$ cat src/rtl/ex_mem_reg_if.sv
// EX/MEM pipeline register bus: EX-side inputs, EX/MEM contents and hazard outputs.
interface ex_mem_reg_if #(
    parameter int unsigned XLEN = 64,
    parameter int unsigned REGW = 5
);
    // EX stage instruction
    logic            in_valid;
    logic [XLEN-1:0] in_pc;
    logic [REGW-1:0] in_rd;
    logic            in_regwrite;
    logic            in_memread;
    logic            in_memwrite;
    logic            in_unsigned;
    logic [1:0]      in_msize;
    logic [XLEN-1:0] in_store_data;

    // ALU handshake
    logic [XLEN-1:0] alu_result;
    logic            alu_bubble;
    logic            alu_valid;

    // Pipeline control
    logic            flush;
    logic            mem_stall;
    logic            ex_stall;

    // EX/MEM register contents
    logic            out_valid;
    logic [XLEN-1:0] out_pc;
    logic [XLEN-1:0] out_result;
    logic [REGW-1:0] out_rd;
    logic            out_regwrite;
    logic            out_memread;
    logic            out_memwrite;
    logic [1:0]      out_msize;
    logic            out_unsigned;
    logic [XLEN-1:0] out_store_data;

    // Decode-side forwarding and hazard
    logic            fwd_valid;
    logic [REGW-1:0] fwd_rd;
    logic            load_hazard;

    // Surrounding pipeline view
    modport master (
        output in_valid, in_pc, in_rd, in_regwrite, in_memread, in_memwrite, in_unsigned,
               in_msize, in_store_data, alu_result, alu_bubble, flush, mem_stall,
        input  alu_valid, ex_stall, out_valid, out_pc, out_result, out_rd, out_regwrite,
               out_memread, out_memwrite, out_msize, out_unsigned, out_store_data,
               fwd_valid, fwd_rd, load_hazard
    );

    // Pipeline register view
    modport slave (
        input  in_valid, in_pc, in_rd, in_regwrite, in_memread, in_memwrite, in_unsigned,
               in_msize, in_store_data, alu_result, alu_bubble, flush, mem_stall,
        output alu_valid, ex_stall, out_valid, out_pc, out_result, out_rd, out_regwrite,
               out_memread, out_memwrite, out_msize, out_unsigned, out_store_data,
               fwd_valid, fwd_rd, load_hazard
    );
endinterface

$ cat src/rtl/ex_mem_reg.sv
// EX/MEM pipeline register with a one-entry hold slot that parks a finished ALU
// result during MEM stalls, plus EX/MEM forwarding and load-use hazard outputs.
module ex_mem_reg #(
    parameter int unsigned XLEN = 64,
    parameter int unsigned REGW = 5
) (
    input logic          clk,
    input logic          reset,
    ex_mem_reg_if.slave  bus
);

    typedef enum logic {StEmpty, StHeld} state_t;

    state_t          state_q;
    logic [XLEN-1:0] hold_q;

    logic            valid_q;
    logic [XLEN-1:0] pc_q;
    logic [XLEN-1:0] result_q;
    logic [REGW-1:0] rd_q;
    logic            regwrite_q;
    logic            memread_q;
    logic            memwrite_q;
    logic [1:0]      msize_q;
    logic            unsigned_q;
    logic [XLEN-1:0] store_data_q;

    logic            live;
    logic            held;
    logic            ready;
    logic [XLEN-1:0] eff_result;

    // Effective result/ready: a parked result wins over the live ALU output
    always_comb begin
        live       = bus.in_valid & ~bus.flush;
        held       = (state_q == StHeld);
        ready      = held | ~bus.alu_bubble;
        eff_result = held ? hold_q : bus.alu_result;
    end

    // Hold-slot FSM: park a finished result while MEM stalls; release on advance or flush
    always_ff @(posedge clk or posedge reset) begin
        if (reset) begin
            state_q <= StEmpty;
            hold_q  <= '0;
        end else begin
            case (state_q)
                StEmpty: begin
                    if (live && !bus.alu_bubble && bus.mem_stall) begin
                        state_q <= StHeld;
                        hold_q  <= bus.alu_result;
                    end
                end
                StHeld: begin
                    if (!bus.mem_stall || bus.flush) begin
                        state_q <= StEmpty;
                    end
                end
                default: state_q <= StEmpty;
            endcase
        end
    end

    // EX/MEM register: advance only when MEM accepts; insert a bubble if EX has nothing ready
    always_ff @(posedge clk or posedge reset) begin
        if (reset) begin
            valid_q      <= 1'b0;
            pc_q         <= '0;
            result_q     <= '0;
            rd_q         <= '0;
            regwrite_q   <= 1'b0;
            memread_q    <= 1'b0;
            memwrite_q   <= 1'b0;
            msize_q      <= '0;
            unsigned_q   <= 1'b0;
            store_data_q <= '0;
        end else if (!bus.mem_stall) begin
            if (live && ready) begin
                valid_q      <= 1'b1;
                pc_q         <= bus.in_pc;
                result_q     <= eff_result;
                rd_q         <= bus.in_rd;
                regwrite_q   <= bus.in_regwrite;
                memread_q    <= bus.in_memread;
                memwrite_q   <= bus.in_memwrite;
                msize_q      <= bus.in_msize;
                unsigned_q   <= bus.in_unsigned;
                store_data_q <= bus.in_store_data;
            end else begin
                // Other fields keep stale values; out_valid qualifies them
                valid_q <= 1'b0;
            end
        end
    end

    // ALU is not re-qualified once its result is parked, so no multi-cycle op restarts
    assign bus.alu_valid = live & ~held;
    assign bus.ex_stall  = live & (~ready | bus.mem_stall);

    assign bus.out_valid      = valid_q;
    assign bus.out_pc         = pc_q;
    assign bus.out_result     = result_q;
    assign bus.out_rd         = rd_q;
    assign bus.out_regwrite   = regwrite_q;
    assign bus.out_memread    = memread_q;
    assign bus.out_memwrite   = memwrite_q;
    assign bus.out_msize      = msize_q;
    assign bus.out_unsigned   = unsigned_q;
    assign bus.out_store_data = store_data_q;

    // Loads cannot forward from EX/MEM; they raise the load-use hazard instead
    assign bus.fwd_valid   = valid_q & regwrite_q & ~memread_q & (rd_q != '0);
    assign bus.fwd_rd      = rd_q;
    assign bus.load_hazard = valid_q & memread_q & regwrite_q & (rd_q != '0);

endmodule

$ cat src/flat_wrapper.sv
// flat-port wrapper written by rule: the top's interface ports become plain ports
module ex_mem_reg_flat 
#(
    parameter int unsigned XLEN = 64,
    parameter int unsigned REGW = 5
)
  (clk, reset, bus_in_valid, bus_in_pc, bus_in_rd, bus_in_regwrite, bus_in_memread, bus_in_memwrite, bus_in_unsigned, bus_in_msize, bus_in_store_data, bus_alu_result, bus_alu_bubble, bus_flush, bus_mem_stall, bus_alu_valid, bus_ex_stall, bus_out_valid, bus_out_pc, bus_out_result, bus_out_rd, bus_out_regwrite, bus_out_memread, bus_out_memwrite, bus_out_msize, bus_out_unsigned, bus_out_store_data, bus_fwd_valid, bus_fwd_rd, bus_load_hazard);
  ex_mem_reg_if #(.XLEN(XLEN), .REGW(REGW)) bus_i ();
  input logic clk;
  input logic reset;
  input wire logic [$bits(bus_i.in_valid)-1:0] bus_in_valid;
  input wire logic [$bits(bus_i.in_pc)-1:0] bus_in_pc;
  input wire logic [$bits(bus_i.in_rd)-1:0] bus_in_rd;
  input wire logic [$bits(bus_i.in_regwrite)-1:0] bus_in_regwrite;
  input wire logic [$bits(bus_i.in_memread)-1:0] bus_in_memread;
  input wire logic [$bits(bus_i.in_memwrite)-1:0] bus_in_memwrite;
  input wire logic [$bits(bus_i.in_unsigned)-1:0] bus_in_unsigned;
  input wire logic [$bits(bus_i.in_msize)-1:0] bus_in_msize;
  input wire logic [$bits(bus_i.in_store_data)-1:0] bus_in_store_data;
  input wire logic [$bits(bus_i.alu_result)-1:0] bus_alu_result;
  input wire logic [$bits(bus_i.alu_bubble)-1:0] bus_alu_bubble;
  input wire logic [$bits(bus_i.flush)-1:0] bus_flush;
  input wire logic [$bits(bus_i.mem_stall)-1:0] bus_mem_stall;
  output wire logic [$bits(bus_i.alu_valid)-1:0] bus_alu_valid;
  output wire logic [$bits(bus_i.ex_stall)-1:0] bus_ex_stall;
  output wire logic [$bits(bus_i.out_valid)-1:0] bus_out_valid;
  output wire logic [$bits(bus_i.out_pc)-1:0] bus_out_pc;
  output wire logic [$bits(bus_i.out_result)-1:0] bus_out_result;
  output wire logic [$bits(bus_i.out_rd)-1:0] bus_out_rd;
  output wire logic [$bits(bus_i.out_regwrite)-1:0] bus_out_regwrite;
  output wire logic [$bits(bus_i.out_memread)-1:0] bus_out_memread;
  output wire logic [$bits(bus_i.out_memwrite)-1:0] bus_out_memwrite;
  output wire logic [$bits(bus_i.out_msize)-1:0] bus_out_msize;
  output wire logic [$bits(bus_i.out_unsigned)-1:0] bus_out_unsigned;
  output wire logic [$bits(bus_i.out_store_data)-1:0] bus_out_store_data;
  output wire logic [$bits(bus_i.fwd_valid)-1:0] bus_fwd_valid;
  output wire logic [$bits(bus_i.fwd_rd)-1:0] bus_fwd_rd;
  output wire logic [$bits(bus_i.load_hazard)-1:0] bus_load_hazard;
  assign bus_i.in_valid = bus_in_valid;
  assign bus_i.in_pc = bus_in_pc;
  assign bus_i.in_rd = bus_in_rd;
  assign bus_i.in_regwrite = bus_in_regwrite;
  assign bus_i.in_memread = bus_in_memread;
  assign bus_i.in_memwrite = bus_in_memwrite;
  assign bus_i.in_unsigned = bus_in_unsigned;
  assign bus_i.in_msize = bus_in_msize;
  assign bus_i.in_store_data = bus_in_store_data;
  assign bus_i.alu_result = bus_alu_result;
  assign bus_i.alu_bubble = bus_alu_bubble;
  assign bus_i.flush = bus_flush;
  assign bus_i.mem_stall = bus_mem_stall;
  assign bus_alu_valid = bus_i.alu_valid;
  assign bus_ex_stall = bus_i.ex_stall;
  assign bus_out_valid = bus_i.out_valid;
  assign bus_out_pc = bus_i.out_pc;
  assign bus_out_result = bus_i.out_result;
  assign bus_out_rd = bus_i.out_rd;
  assign bus_out_regwrite = bus_i.out_regwrite;
  assign bus_out_memread = bus_i.out_memread;
  assign bus_out_memwrite = bus_i.out_memwrite;
  assign bus_out_msize = bus_i.out_msize;
  assign bus_out_unsigned = bus_i.out_unsigned;
  assign bus_out_store_data = bus_i.out_store_data;
  assign bus_fwd_valid = bus_i.fwd_valid;
  assign bus_fwd_rd = bus_i.fwd_rd;
  assign bus_load_hazard = bus_i.load_hazard;
  ex_mem_reg #(.XLEN(XLEN), .REGW(REGW)) u_core (.clk(clk), .reset(reset), .bus(bus_i));
endmodule
$ cat config.mk
export PLATFORM = sky130hd
export DESIGN_NAME = ex_mem_reg_flat
export DESIGN_NICKNAME = d
export VERILOG_FILES = /design/src/rtl/ex_mem_reg_if.sv /design/src/rtl/ex_mem_reg.sv /design/src/flat_wrapper.sv
export SDC_FILE = /design/constraint.sdc
export NUM_CORES = 1
export LEC_CHECK = 0
export ABC_AREA = 1
export BUFFER_PORTS_ARGS = -buffer_cell sky130_fd_sc_hd__buf_2
export CAP_MARGIN = 20
export CORE_ASPECT_RATIO = 0.6
export CORE_MARGIN = 4
export CORE_UTILIZATION = 28
export DETAILED_ROUTE_END_ITERATION = 8
export GPL_ROUTABILITY_DRIVEN = 0
export PLACE_DENSITY = 0.6
export SLEW_MARGIN = 20
export SYNTH_ARGS = -nofsm -noshare
export SYNTH_HDL_FRONTEND = slang
export SYNTH_SLANG_ARGS = --single-unit
export TNS_END_PERCENT = 10
$ cat constraint.sdc
create_clock -name clk -period 9.8 [get_ports clk]
set_input_delay 0.98 -clock clk [delete_from_list [all_inputs] [get_ports clk]]
set_output_delay 0.98 -clock clk [all_outputs]
set_load 0.03 [all_outputs]
# --- Word level (Yosys, flattened, before mapping) ---
# Index checks and enable logic that the tools add are counted.
classes:
  addsub: 0
  n_mul: 0
  div: 0
  n_lt_le_gt_ge: 0
  n_eq_ne: 0
  shifts: 0
  muxes: 5
  bitwise: 17
  n_reduce_logical: 9
ops:
  columns: ["cell", "n"]
  rows:
  - ["$mux W64", 1]
  - ["$and A1 B1 Y1", 9]
  - ["$not A1 Y1", 6]
  - ["$reduce_bool A5 Y1", 1]
  - ["$reduce_and A2 Y1", 2]
  - ["$logic_and A1 B1 Y1", 3]
  - ["$mux W1", 3]
  - ["$logic_not A1 Y1", 2]
  - ["$or A1 B1 Y1", 2]
  - ["$pmux W1 S2", 1]
  - ["$logic_or A1 B1 Y1", 1]
totals:
  ff_bits: 269
  latchBits: 0
  ram_bits: 0
  romBits: 0
  in_bits: 209
  output_inout_bits: 213
  wordCells: 43
  n_memories: 0

# --- Logic depth before layout (Yosys ltp) ---
depth:
  depth_word: 6
  mapped_depth: 7
  ltp_nobuf: 5

# --- Least setup slack after synthesis ---
# Ideal clock, no wire load.
synth_timing:
  path_type: "input -> output"
  from: "input port bus_flush"
  to: "output port bus_alu_valid"
  arrival_time_ps: 1650
  t_required_ps: 8820
  path_slack_ps: 7170
  stages: 4
  path_buffers: 1
  path_cell_list: "inv_1 -> nand2_1 -> nor2_1 -> clkbuf_1"
synth_via:
  elab_chain_cells: 3
synth_lines:
  columns: ["element", "line", "text"]
  rows:
  - ["from (decl)", "flat_wrapper.sv:22", "input wire logic [$bits(bus_i.flush)-1:0] bus_flush;"]
  - ["$not A1 Y1", "ex_mem_reg.sv:35", "live = bus.in_valid & ~bus.flush;"]
  - ["$and A1 B1 Y1", "ex_mem_reg.sv:35", null]
  - ["$and A1 B1 Y1", "ex_mem_reg.sv:97", "assign bus.alu_valid = live & ~held;"]
  - ["to (decl)", "flat_wrapper.sv:24", "output wire logic [$bits(bus_i.alu_valid)-1:0] bus_alu_valid;"]
# No other way between the ends.

# --- Final worst setup path ---
layout_timing:
  from: "register u_core.state_q (netlist: u_core.held)"
  to: "output port bus_ex_stall"
layout_via:
  elab_chain_cells: 4
layout_lines:
  columns: ["element", "line", "text"]
  rows:
  - ["from (decl)", "ex_mem_reg.sv:14", "state_t state_q;"]
  - ["from (signal assigned)", "ex_mem_reg.sv:44", "state_q <= StEmpty;"]
  - ["from (signal assigned)", "ex_mem_reg.sv:50", "state_q <= StHeld;"]
  - ["from (signal assigned)", "ex_mem_reg.sv:56", "state_q <= StEmpty;"]
  - ["$or A1 B1 Y1", "ex_mem_reg.sv:37", "ready = held | ~bus.alu_bubble;"]
  - ["$not A1 Y1", "ex_mem_reg.sv:98", "assign bus.ex_stall = live & (~ready | bus.mem_stall);"]
  - ["$or A1 B1 Y1", "ex_mem_reg.sv:98", null]
  - ["$and A1 B1 Y1", "ex_mem_reg.sv:98", null]
  - ["to (decl)", "flat_wrapper.sv:25", "output wire logic [$bits(bus_i.ex_stall)-1:0] bus_ex_stall;"]
# No other way between the ends.

==> results.py <==
metrics = {
    "run_status": {
        "run_status": "finished, final reports clean",
    },
    "global_route": {
        "number_of_global_route_vias_before_repair": 10580,
        "grt_use_total_pct": 16.79,
        "grt_start_max_net_pins": 156,
        "grt_pass1_wl_um": 62510,
        "grt.overflow.total": 0,
        "antenna_found_initial": 8,
    },
    "timing": {
        "finalSetupTns_ns": 0,
        "period_minus_slack_ns": 3.101,
        "number_of_endpoints_failing_setup_at_the_final_stage": 0,
        "timing.final.max_slew_violations": 0,
        "layout_worst_path_cycle_share_pct": 31.64,
        "grt_setup_unrepaired": "false",
        "max-slew-margin-rel_pct": 24.68,
        "timing.final.hold_violations": 0,
        "fmaxAchievable_mhz": 322.5,
        "worst_pin_slew_ns": 1.130,
        "final.setup_skew_ns": 0.01141,
    },
    "cells_and_area": {
        "layout-drive-gt1-share_pct": 27.55,
        "fill_cells": 4287,
        "final_net_count": 1965,
        "final_area_um2": 15070,
        "area.growth.synth_to_final_pct": 29.07,
    },
    "synthesis": {
        "synth_simple_gate_area_share_pct": 36.97,
        "post-synth-top-area-fraction_pct": 57.65,
        "largest_family_of_logic_cells_by_synthesized_area": "simple AND/OR/NAND/NOR gates",
        "yosys_register_bits": 269,
        "synth.area.mux_share_pct": 0,
        "synthesis.area_per_instance_um2": 8.269,
        "synth.yosys.warnings": 0,
        "synth_fp_nets": 1621,
        "synth.distinct_cells": 16,
        "synth.top_cells.by_area": "dfrtp_1, nand2_1, nand4_1",
        "yosysTopAreaCell": "dfrtp_1",
        "netlist_instances": 1412,
        "synth-compound-area-share_pct": 0.08573,
        "post_synth_xor_area_fraction_pct": 0,
        "share_of_synthesized_area_occupied_by_flip_flops_and_latches_pct": 57.65,
        "synth_adder_area_share_pct": 0,
        "synth_cell_area_um2": 11680,
    },
    "clocking": {
        "clockRootBuffer": "clkbuf_16",
        "holdBufCountCts": 0,
        "cts_num_sinks": 269,
        "clk_latency_ns": 0.55,
        "cts_resized": 0,
        "tritoncts_clock_tree": "built",
        "clk_pin_slew_worst_paths_ns": 0.07,
        "ctsLongestPathBuffers": 3,
        "cts-buffers-inserted": 28,
        "setup_buffers_after_cts": 0,
        "htreeDepth": 1,
    },
    "detailed_routing": {
        "postRouteAntennaNets": 0,
        "routed_via_density": 4.753,
        "dr.max_layer_used": "met5",
        "detail_route.iter0.violations": 810,
        "sum_of_met2_wire_segment_lengths_after_detailed_routing_um": 17930,
        "met3WireLength_um": 2981,
        "avgRoutedWirePerCell_um": 16.97,
        "drt_pass1_iterations": 5,
        "route.detailed.drc": 0,
        "m1WireLength_um": 18010,
        "wirelength_um": 39690,
        "route.vias.total": 11120,
    },
    "setup_path": {
        "critical_path.startpoint_type": "flip-flop",
        "worstRegToRegCells": 5,
        "timing.critical_path.from": "u_core.held",
        "reg2reg_from": "u_core.held",
        "critical_path_arrival_ns": 2.12,
        "reg_to_reg_end": "u_core.hold_q[52]",
        "required_time_reported_for_the_critical_path_endpoint_ns": 8.82,
        "critPathKind": "flip-flop to output pin",
        "timing.critical_path.to": "bus_ex_stall",
        "r2r_setup_slack_ns": 7.34,
        "critical_path.max_fanout": 66,
        "crit_path_end_kind": "output pin",
    },
    "die": {
        "pin_count": 422,
        "placement_rows": 57,
        "full_die_area_um2": 45140,
        "die_width_um": 271.6,
        "die-height_um": 166.2,
        "core_area_um2": 40790,
        "initial_utilization_pct": 28.62,
    },
    "place": {
        "detailed_place_hpwl_um": 24940,
        "numPortBuffers": 421,
        "placedInstanceArea_um2": 14080,
    },
    "power": {
        "power.leakage_nw": 8.569,
        "irDropWorstVdd_v": 0.00009182,
        "p_per_area_nw_per_um2": 231.6,
    },
    "run": {
        "maxCapViolations": 0,
    },
    "min_path": {
        "min-delay-path-class": "flip-flop to flip-flop",
    },
}
-- placed cells by master (no fill, tap or decap) --
master	n
dfrtp_1	268
nor2_4	3
clkbuf_16	29
dfrtp_2	1
nand3_4	2
nand2_4	1
diode_2	4
clkbuf_1	6
nor3_1	2
a21oi_4	1
nand4_1	139
clkbuf_8	9
buf_16	1
o21ai_0	1
inv_2	1
nor2_1	3
buf_6	1
clkinv_2	2
buf_12	1
inv_1	6
bufinv_16	2
clkinvlp_4	1
buf_2	421
inv_8	1
inv_4	1
buf_4	11
nand3_1	129
nand2_1	732
-- registers in the layout (all words and copies together), names as in the netlist, 2 cells and up --
name	cells
u_core.bus.out_result	64
u_core.bus.out_pc	64
u_core.bus.out_msize	2
u_core.hold_q	64
u_core.bus.out_store_data	64
u_core.bus.fwd_rd	5
-- through the flow --
step | hold slack (ns) | worst slack (ns) | instances | util, % | total power [mW]
floorplan | 0.4417 | 1.410 | 1412 | - | 2.068
global placement | 0.4477 | 6.742 | 2285 | 34.51 | 2.386
CTS | 0.4681 | 6.629 | 2334 | 36.84 | 3.538
global route | 0.4846 | 6.555 | 2338 | 36.94 | 3.686
finish | 0.4650 | 6.700 | 2339 | 36.94 | 3.491
detailed placement | 0.4531 | 6.710 | 2285 | 34.51 | 2.402
-- layout make-up --
| type | instances | area, µm² | share of cell area, % |
|---|---|---|---|
| Sequential cell | 269 | 6733 | 44.67 |
| Inverter | 9 | 43.79 | 0.2906 |
| Clock inverter | 5 | 77.57 | 0.5147 |
| Clock buffer | 44 | 872.1 | 5.787 |
| Tap cell | 560 | 700.7 | 4.649 |
| Multi-Input combinational cell | 1013 | 4385 | 29.10 |
| Antenna cell | 4 | 10.01 | 0.06642 |
| Timing Repair Buffer | 435 | 2248 | 14.92 |
-- cell usage after synthesis, drive strengths merged --
cell    number
nand2      733
dfrtp      269
nand4      139
nand3      131
buf         97
clkbuf      24
inv          9
nor2         6
nor3         2
a21oi        1
o21ai        1
-- routing by layer --
metal	global-route usage [%]	vias up
met5	0	-
met4	3.524	6
met3	3.942	60
met2	26.15	445
met1	23.97	5337
li1	-	5270
-- cells by family after synthesis --
kind of cell           Yosys count
and+or+nand+nor               1011
buffers and inverters          130
AOI/OAI and AO/OA                2
DFF                            269
-- power breakdown --
| group | switching [mW] | total (mW) | leakage [nW] | internal [mW] |
|---|---|---|---|---|
| logic | 0.674 | 0.925 | 4.72 | 0.251 |
| clock network | 0.456 | 1.11 | 0.465 | 0.659 |
| registers | 0.123 | 1.45 | 3.39 | 1.33 |
| total | 1.25 | 3.49 | 8.57 | 2.24 |
-- worst min-delay path by stage --
stage                                               end  cells after the start                          start
final                             u_core.bus.out_pc[60]                      2          u_core.bus.out_pc[60]
after global routing              u_core.bus.out_pc[49]                      2          u_core.bus.out_pc[49]
after floorplan                        u_core.hold_q[0]                      2               u_core.hold_q[0]
after global placement    u_core.bus.out_store_data[13]                      2  u_core.bus.out_store_data[13]
after detailed placement          u_core.bus.out_pc[53]                      2          u_core.bus.out_pc[53]
after CTS                         u_core.bus.out_pc[53]                      2          u_core.bus.out_pc[53]
-- critical path: stages, from the launching register on --
cell	delay, ns
dfrtp_2	0.41
inv_2	0.08
buf_4	0.67
a21oi_4	0.10
nor2_1	0.11
buf_2	0.20
No activity file was read; power rests on OpenSTA's default activity.
